[config.mk]
export PLATFORM = sky130hd
export DESIGN_NAME = axi_stream_cache_packet_arbiter_flat
export DESIGN_NICKNAME = d
export VERILOG_FILES = /design/src/rtl/axi_stream_cache_packet_arbiter_if.sv /design/src/rtl/axi_stream_cache_packet_arbiter.sv /design/src/flat_wrapper.sv
export SDC_FILE = /design/constraint.sdc
export NUM_CORES = 1
export LEC_CHECK = 0
export CAP_MARGIN = 20
export CORE_ASPECT_RATIO = 0.6
export CORE_UTILIZATION = 30
export DETAILED_ROUTE_END_ITERATION = 7
export RECOVER_POWER = 25
export SYNTH_ARGS = -nofsm -noshare
export SYNTH_HDL_FRONTEND = slang
export SYNTH_SLANG_ARGS = --single-unit
export TNS_END_PERCENT = 100
[constraint.sdc]
create_clock -name aclk -period 3.8 [get_ports aclk]
set_clock_uncertainty 0.2 [all_clocks]
set_input_delay 0.95 -clock aclk [delete_from_list [all_inputs] [get_ports aclk]]
set_output_delay 0.95 -clock aclk [all_outputs]
set_load 0.01 [all_outputs]
[src/rtl/axi_stream_cache_packet_arbiter_if.sv]
// AXI-stream bundle with N parallel lanes sharing one tid field.
// The upstream side uses N=NUM lanes; the cache side uses a single lane.
interface axi_stream_cache_packet_arbiter_if #(
  parameter int unsigned N  = 1,
  parameter int unsigned DW = 32,
  parameter int unsigned IW = 1
);
  logic [N*DW-1:0] tdata;
  logic [N-1:0]    tvalid;
  logic [N-1:0]    tlast;
  logic [N-1:0]    tready;
  logic [IW-1:0]   tid;

  modport master (
    output tdata,
    output tvalid,
    output tlast,
    output tid,
    input  tready
  );

  modport slave (
    input  tdata,
    input  tvalid,
    input  tlast,
    input  tid,
    output tready
  );
endinterface

[src/rtl/axi_stream_cache_packet_arbiter.sv]
// Packet-granular round-robin arbiter feeding one AXI-stream cache write port
// through a 2-entry skid buffer, tagging every beat with its source index.
module axi_stream_cache_packet_arbiter #(
  parameter int unsigned NUM   = 4,
  parameter int unsigned DSIZE = 32
) (
  input  logic                          aclk,
  input  logic                          aresetn,
  axi_stream_cache_packet_arbiter_if.slave  s_axis,
  axi_stream_cache_packet_arbiter_if.master m_axis,
  output logic                          grant_vld,
  output logic [$clog2(NUM)-1:0]        grant_id
);

  localparam int unsigned IDSIZE = $clog2(NUM);

  typedef enum logic [0:0] {StIdle, StLock} state_e;

  typedef struct packed {
    logic              last;
    logic [IDSIZE-1:0] id;
    logic [DSIZE-1:0]  data;
  } beat_t;

  state_e            state_q, state_d;
  logic [IDSIZE-1:0] ptr_q, ptr_d;
  logic [IDSIZE-1:0] gid_q, gid_d;
  logic              gvld_q, gvld_d;

  beat_t head_q, head_d;
  beat_t tail_q, tail_d;
  logic  head_vld_q, head_vld_d;
  logic  tail_vld_q, tail_vld_d;

  logic [DSIZE-1:0]  lane_data [NUM];
  logic [IDSIZE-1:0] winner;
  logic              found;
  logic [IDSIZE-1:0] idx;
  logic              accept;
  logic              pop;
  beat_t             in_beat;

  for (genvar g = 0; g < NUM; g++) begin : g_lane
    assign lane_data[g] = s_axis.tdata[g*DSIZE +: DSIZE];
  end

  // Round-robin search starting at the priority pointer.
  always_comb begin
    winner = '0;
    found  = 1'b0;
    idx    = '0;
    for (int k = 0; k < NUM; k++) begin
      idx = IDSIZE'((32'(ptr_q) + 32'(k)) % NUM);
      if (!found && s_axis.tvalid[idx]) begin
        found  = 1'b1;
        winner = idx;
      end
    end
  end

  // Ready only reflects registered state: locked and tail slot free.
  always_comb begin
    s_axis.tready = '0;
    if (state_q == StLock && !tail_vld_q) begin
      s_axis.tready[gid_q] = 1'b1;
    end
  end

  assign accept  = (state_q == StLock) && !tail_vld_q && s_axis.tvalid[gid_q];
  assign pop     = head_vld_q && m_axis.tready;
  assign in_beat = '{last: s_axis.tlast[gid_q], id: gid_q, data: lane_data[gid_q]};

  always_comb begin
    state_d = state_q;
    ptr_d   = ptr_q;
    gid_d   = gid_q;
    gvld_d  = gvld_q;
    unique case (state_q)
      StIdle: begin
        if (found) begin
          gid_d   = winner;
          gvld_d  = 1'b1;
          state_d = StLock;
        end
      end
      StLock: begin
        if (accept && s_axis.tlast[gid_q]) begin
          ptr_d   = (gid_q == IDSIZE'(NUM - 1)) ? '0 : gid_q + IDSIZE'(1);
          gvld_d  = 1'b0;
          state_d = StIdle;
        end
      end
      default: state_d = StIdle;
    endcase
  end

  // Skid buffer: pop first, then push into the lowest free slot so order holds.
  always_comb begin
    head_d     = head_q;
    tail_d     = tail_q;
    head_vld_d = head_vld_q;
    tail_vld_d = tail_vld_q;
    if (pop) begin
      if (tail_vld_q) begin
        head_d     = tail_q;
        tail_vld_d = 1'b0;
      end else begin
        head_vld_d = 1'b0;
      end
    end
    if (accept) begin
      if (!head_vld_d) begin
        head_d     = in_beat;
        head_vld_d = 1'b1;
      end else begin
        tail_d     = in_beat;
        tail_vld_d = 1'b1;
      end
    end
  end

  always_ff @(posedge aclk or negedge aresetn) begin
    if (!aresetn) begin
      state_q    <= StIdle;
      ptr_q      <= '0;
      gid_q      <= '0;
      gvld_q     <= 1'b0;
      head_q     <= '0;
      tail_q     <= '0;
      head_vld_q <= 1'b0;
      tail_vld_q <= 1'b0;
    end else begin
      state_q    <= state_d;
      ptr_q      <= ptr_d;
      gid_q      <= gid_d;
      gvld_q     <= gvld_d;
      head_q     <= head_d;
      tail_q     <= tail_d;
      head_vld_q <= head_vld_d;
      tail_vld_q <= tail_vld_d;
    end
  end

  assign m_axis.tvalid = head_vld_q;
  assign m_axis.tdata  = head_q.data;
  assign m_axis.tlast  = head_q.last;
  assign m_axis.tid    = head_q.id;
  assign grant_vld     = gvld_q;
  assign grant_id      = gid_q;

endmodule

[src/flat_wrapper.sv]
// flat-port wrapper written by rule: the top's interface ports become plain ports
module axi_stream_cache_packet_arbiter_flat 
#(
  parameter int unsigned NUM   = 4,
  parameter int unsigned DSIZE = 32
)
  (aclk, aresetn, grant_vld, grant_id, s_axis_tdata, s_axis_tvalid, s_axis_tlast, s_axis_tid, s_axis_tready, m_axis_tdata, m_axis_tvalid, m_axis_tlast, m_axis_tid, m_axis_tready);
  axi_stream_cache_packet_arbiter_if #(.N(NUM), .DW(DSIZE), .IW(($clog2(NUM)))) s_axis_i ();
  axi_stream_cache_packet_arbiter_if #(.N(1), .DW(DSIZE), .IW(($clog2(NUM)))) m_axis_i ();
  input  logic aclk;
  input  logic aresetn;
  output logic grant_vld;
  output logic [$clog2(NUM)-1:0] grant_id;
  input wire logic [$bits(s_axis_i.tdata)-1:0] s_axis_tdata;
  input wire logic [$bits(s_axis_i.tvalid)-1:0] s_axis_tvalid;
  input wire logic [$bits(s_axis_i.tlast)-1:0] s_axis_tlast;
  input wire logic [$bits(s_axis_i.tid)-1:0] s_axis_tid;
  output wire logic [$bits(s_axis_i.tready)-1:0] s_axis_tready;
  output wire logic [$bits(m_axis_i.tdata)-1:0] m_axis_tdata;
  output wire logic [$bits(m_axis_i.tvalid)-1:0] m_axis_tvalid;
  output wire logic [$bits(m_axis_i.tlast)-1:0] m_axis_tlast;
  output wire logic [$bits(m_axis_i.tid)-1:0] m_axis_tid;
  input wire logic [$bits(m_axis_i.tready)-1:0] m_axis_tready;
  assign s_axis_i.tdata = s_axis_tdata;
  assign s_axis_i.tvalid = s_axis_tvalid;
  assign s_axis_i.tlast = s_axis_tlast;
  assign s_axis_i.tid = s_axis_tid;
  assign s_axis_tready = s_axis_i.tready;
  assign m_axis_tdata = m_axis_i.tdata;
  assign m_axis_tvalid = m_axis_i.tvalid;
  assign m_axis_tlast = m_axis_i.tlast;
  assign m_axis_tid = m_axis_i.tid;
  assign m_axis_i.tready = m_axis_tready;
  axi_stream_cache_packet_arbiter #(.NUM(NUM), .DSIZE(DSIZE)) u_core (.aclk(aclk), .aresetn(aresetn), .s_axis(s_axis_i), .m_axis(m_axis_i), .grant_vld(grant_vld), .grant_id(grant_id));
endmodule
# ---- Yosys cells after proc, flatten, opt, wreduce, memory -nomap -nowiden
# Index checks and enable logic that the tools add are counted.
dict set report totals {
  ff_bits 78
  latchBits 0
  ramBits 0
  rom_bits 0
  input_bits 141
  n_memories 0
}
dict set report op_classes {
  shift 0
  bitwise_logic 2
  mul 0
  reduce_logical 16
  magnitude_cmp 7
  mux 43
  eq_ne 3
  add_sub_neg 4
  n_div 0
}
# operator count
set op_table {}
lappend op_table {{2-to-1 mux 35 bit} 4}
lappend op_table {{binary-select mux 32 bit (select 2 bit)} 1}
lappend op_table {{2-to-1 mux 32 bit} 2}
lappend op_table {{2-to-1 mux 1 bit} 21}
lappend op_table {{< comparator 2 x 3 -> 1 bit (second input constant)} 5}
lappend op_table {{binary-select mux 1 bit (select 2 bit)} 6}
lappend op_table {{2-to-1 mux 2 bit} 5}
lappend op_table {{logical AND 1 bit} 8}
lappend op_table {{AND reduction 2 bit} 4}
lappend op_table {{adder 2 x 1 -> 2 bit (second input constant)} 2}
lappend op_table {{adder 2 bit (second input constant)} 2}
lappend op_table {{logical NOT 1 bit} 4}
lappend op_table {{2-to-1 mux 4 bit} 1}
lappend op_table {{case mux 1 bit (2 select lines)} 2}
lappend op_table {{greater-or-equal comparator 3 bit (second input constant)} 1}
lappend op_table {{NOT 2 -> 3 bit} 1}
lappend op_table {{demux 1 bit (select 2 bit)} 1}
lappend op_table {{equality test 2 bit (second input constant)} 1}
lappend op_table {{greater-or-equal comparator 2 x 1 -> 1 bit (second input constant)} 1}
lappend op_table {{!= test 2 x 1 -> 1 bit (second input constant)} 1}
lappend op_table {{!= test 2 bit (second input constant)} 1}
lappend op_table {{NOT 1 bit} 1}

# ---- Depth between registers and ports, before layout
dict set report logic_depth {
  word_depth 14
  depth_mapped 5
}

# ---- Least setup slack after synthesis
# No wires, ideal clock.
dict set report synth_path {
  path_type {input to register}
  from {input port s_axis_tvalid[3]}
  to {register u_core.tail_q[10] (netlist name)}
  arrival_ns 2.221
  path_stages 5
  required_time_ns 3.472
  setup_slack_ns 1.251
  cell_sequence {mux4_2 > and2_4 > nand3_4 > buf_4 > mux2_1}
}
dict set report synth_between {
  elab_chain_cells 4
}
# element line
set synth_rtl {}
lappend synth_rtl {{from (decl)} flat_wrapper.sv:15} ;# input wire logic [$bits(s_axis_i.tvalid)-1:0] s_axis_tvalid;
lappend synth_rtl {{binary-select mux 1 bit (select 2 bit)} axi_stream_cache_packet_arbiter.sv:69} ;# assign accept = (state_q == StLock) && !tail_vld_q && s_axis.tvalid[gid_q];
lappend synth_rtl {{2-to-1 mux 1 bit (not written as such)} axi_stream_cache_packet_arbiter.sv:69}
lappend synth_rtl {{logical AND 1 bit} axi_stream_cache_packet_arbiter.sv:69}
lappend synth_rtl {{AND reduction 2 bit (no line)} -}
lappend synth_rtl {{to (signal assigned)} axi_stream_cache_packet_arbiter.sv:138} ;# tail_q <= tail_d;
lappend synth_rtl {{to (decl)} axi_stream_cache_packet_arbiter.sv:31} ;# beat_t tail_q, tail_d;
# No other way between the ends. The select of a mux whose other input is x is not followed.
# A chain may end at the register's enable or synchronous reset.

# ---- Final worst setup path
dict set report layout_path {
  from {input port s_axis_tvalid[0]}
  to {register u_core.tail_q[13] (netlist name)}
}
# Same word-level chain as after synthesis.

==> flow_metrics.tcl <==
set metrics [dict create \
    vdd_ir_drop_max_mv 0.242 \
    wl_um 11500 \
    start_util 0.309 \
    tightest_slew_ns 1.97 \
    antenna_found_initial 0 \
    cts_hold_buf 0 \
    cap_violations 1 \
    cp-end-kind "flop" \
    n_fill_cell 1258 \
    gr-usage-met3 0.0637 \
    final_util 0.481 \
    grt_busiest_layer "met2" \
    cts_made_buffers 9 \
    hold_path_depth 1 \
    hold_viol_final 0 \
    clockBufferDepth 2 \
    grt_pass1_vias 3265 \
    tritoncts "yes" \
    grtUsageMet1 0.205 \
    cts_setup_buffers 0 \
    violations "max-capacitance violations, max-slew violations" \
    io_buffers 181 \
    synth_cell_types 33 \
    vias 3357 \
    clk_latency_ns 0.33 \
    layout.nets 649 \
    setup_violations 0 \
    clk_pin_slew_ns 0.06 \
    grt_usage 0.160 \
    drt-wirelength-per-cell_um 16.4 \
    relSlewSlack -0.314 \
    holdCritPathClass "reg2reg" \
    ys_seq_elements 78 \
    fp.coreArea_um2 13700 \
    synth_area_leaders "dfrtp_1, mux4_2, mux2i_1" \
    synth_top_area_share 0.461 \
    gr-total-overflow 0 \
    required_ns 3.80 \
    diodes 0 \
    drt_iter0_markers 104 \
    cts_num_sinks 78 \
    rsz0062_at_grt "false" \
    place_congestion 0.726 \
    met2_usage 0.254 \
    design.die.area_um2 14600 \
    root_buffer "clkbuf_16" \
    period_needed_ns 3.12 \
    yosysWarnings 0 \
    ff_latch_area_um2 1950 \
    drive_gt1_frac 0.140 \
    die_y_um 94.1 \
    crit_type "in2reg" \
    grt_pass1_wl_um 17600 \
    synth.avg_cell_area_um2 13.0 \
    postSynthCellCount 326 \
    powerDensity_nw_per_um2 742 \
    seq_area_frac_synth 0.461 \
    cp_max_fo 18 \
    syn_area_um2 4240 \
    die_x_um 155 \
    fmax_mhz 320 \
    drv_slew 35 \
    status "finished with violations" \
    syn_to_final_growth_pct 55.7 \
    yosys.area.top_type "dfrtp_1" \
    worstPathArrival_ns 3.12 \
    period_share 0.822 \
    dr.pass1.iters 4 \
    place_hpwl_um 8460 \
    power.leakage_nw 2.76 \
    grt_max_degree 79 \
    vias_per_cell 4.80 \
    boundaryPins 184 \
    r2r_cells 5 \
    ant_nets 0 \
    multi_input_area_um2 2170 \
    synth.net_count 471 \
    drc_errors 0 \
    ctsResizeCount 0 \
    cts-htree-levels 3 \
    fin_tns_setup_ns 0 \
    cp-start-kind "input port" \
    rows 33 \
]
[final cells by class]
type | count | area share
multi-input combinational | 220 | 0.329
clock inverter | 4 | 0.0112
timing repair buffer | 191 | 0.291
clock buffer | 10 | 0.0347
inverter | 4 | 0.00227
tap | 192 | 0.0364
sequential | 78 | 0.296
[state kept, by name (all words and copies together) (netlist names)]
name	count
u_core.ptr_q	2
u_core.grant_vld	1
u_core.m_axis.tdata	32
u_core.state_q	1
u_core.m_axis.tid	2
u_core.tail_vld_q	1
u_core.m_axis.tvalid	1
u_core.grant_id	2
u_core.m_axis.tlast	1
u_core.tail_q	35
[final timing paths]
check | from | endpoint | slack [ns]
setup / recovery | s_axis_tvalid[0] | u_core.tail_q[13] | 0.68
hold / removal | u_core.tail_q[27] | u_core.tail_q[27] | 0.29
setup reg to reg | u_core.grant_id[1] | u_core.tail_q[13] | 1.30
hold reg to reg | u_core.tail_q[27] | u_core.tail_q[27] | 0.29
max in group asynchronous | aresetn | u_core.m_axis.tvalid | 1.29
min in group asynchronous | aresetn | u_core.m_axis.tdata[18] | 0.97
[where the power goes]
group / total [mW] / internal (mW) / switching, mW
Combinational: 2.45 / 1.38 / 1.07
Sequential: 1.56 / 1.27 / 0.287
Clock: 0.888 / 0.568 / 0.320
Total: 4.90 / 3.23 / 1.67
[metrics by stage]
step | cell area, um^2 | total power, mW | worst slack [ns] | instances | hold WS (ns)
floorplan | 4240 | 3.03 | 1.25 | 326 | 0.264
global placement | 6280 | 3.97 | 0.405 | 684 | 0.272
global route | 6600 | 5.24 | 0.593 | 699 | 0.309
finish | 6600 | 4.90 | 0.675 | 699 | 0.289
CTS | 6580 | 4.98 | 0.672 | 698 | 0.294
detailed placement | 6280 | 4.07 | 0.324 | 684 | 0.280
[per-layer routing]
metal | vias to the layer above | wire [um]
li1 | 1566 | -
met1 | 1661 | 5140
met2 | 122 | 5260
met3 | 8 | 977
met4 | 0 | 70
met5 | - | 0
[cell usage after synthesis]
library cell,instances
o2bb2ai_1,1
clkbuf_1,6
nand3_4,1
dfrtp_1,78
mux2_1,30
nor2_1,39
o21a_1,1
o2111ai_1,1
a21o_1,1
and2_1,5
o21bai_1,1
nand2_1,4
or2_2,1
o41ai_1,1
mux2i_1,36
buf_1,3
buf_2,9
a22o_1,1
inv_1,4
o21ai_0,1
ha_1,4
nor2b_1,4
o311ai_0,1
nand2b_1,2
and2_4,1
nand3_1,1
a21oi_1,39
a31oi_1,1
nor4_1,1
mux4_2,34
mux2_2,7
nand3b_1,1
buf_4,6
[critical path, cell delays in order]
cell and delay (ns):
clkdlybuf4s50_1 0.53, mux4_2 0.57, and2_4 0.21, nand3_4 0.28, buf_12 0.22, mux2_1 0.35
[cell families after synthesis]
logic type | Yosys count | synth area share
adder cells (fa/ha/maj) | 4 | 0.0118
AND/OR/NAND/NOR | 60 | 0.0664
buffers and inverters | 28 | 0.0328
AO/OA/AOI/OAI | 49 | 0.0644
multiplexers | 107 | 0.364
flip-flops | 78 | 0.461
[cells in the final DEF, fill, tap and decap left out, types with 2 or more instances in the layout]
cell | Yosys | final
buf_12 | 0 | 3
a21oi_1 | 39 | 39
mux2i_1 | 36 | 36
nor2_1 | 39 | 39
mux4_2 | 34 | 34
and2_1 | 5 | 5
bufinv_16 | 0 | 2
clkdlybuf4s50_1 | 0 | 180
dfrtp_1 | 78 | 76
mux2_1 | 30 | 30
buf_4 | 6 | 7
nand2b_1 | 2 | 2
nand2_1 | 4 | 4
mux2_2 | 7 | 7
clkbuf_16 | 0 | 9
clkbuf_1 | 6 | 2
nor2b_1 | 4 | 4
ha_1 | 4 | 4
dfrtp_2 | 0 | 2
inv_1 | 4 | 4
Power figures use the tool's default switching activity.
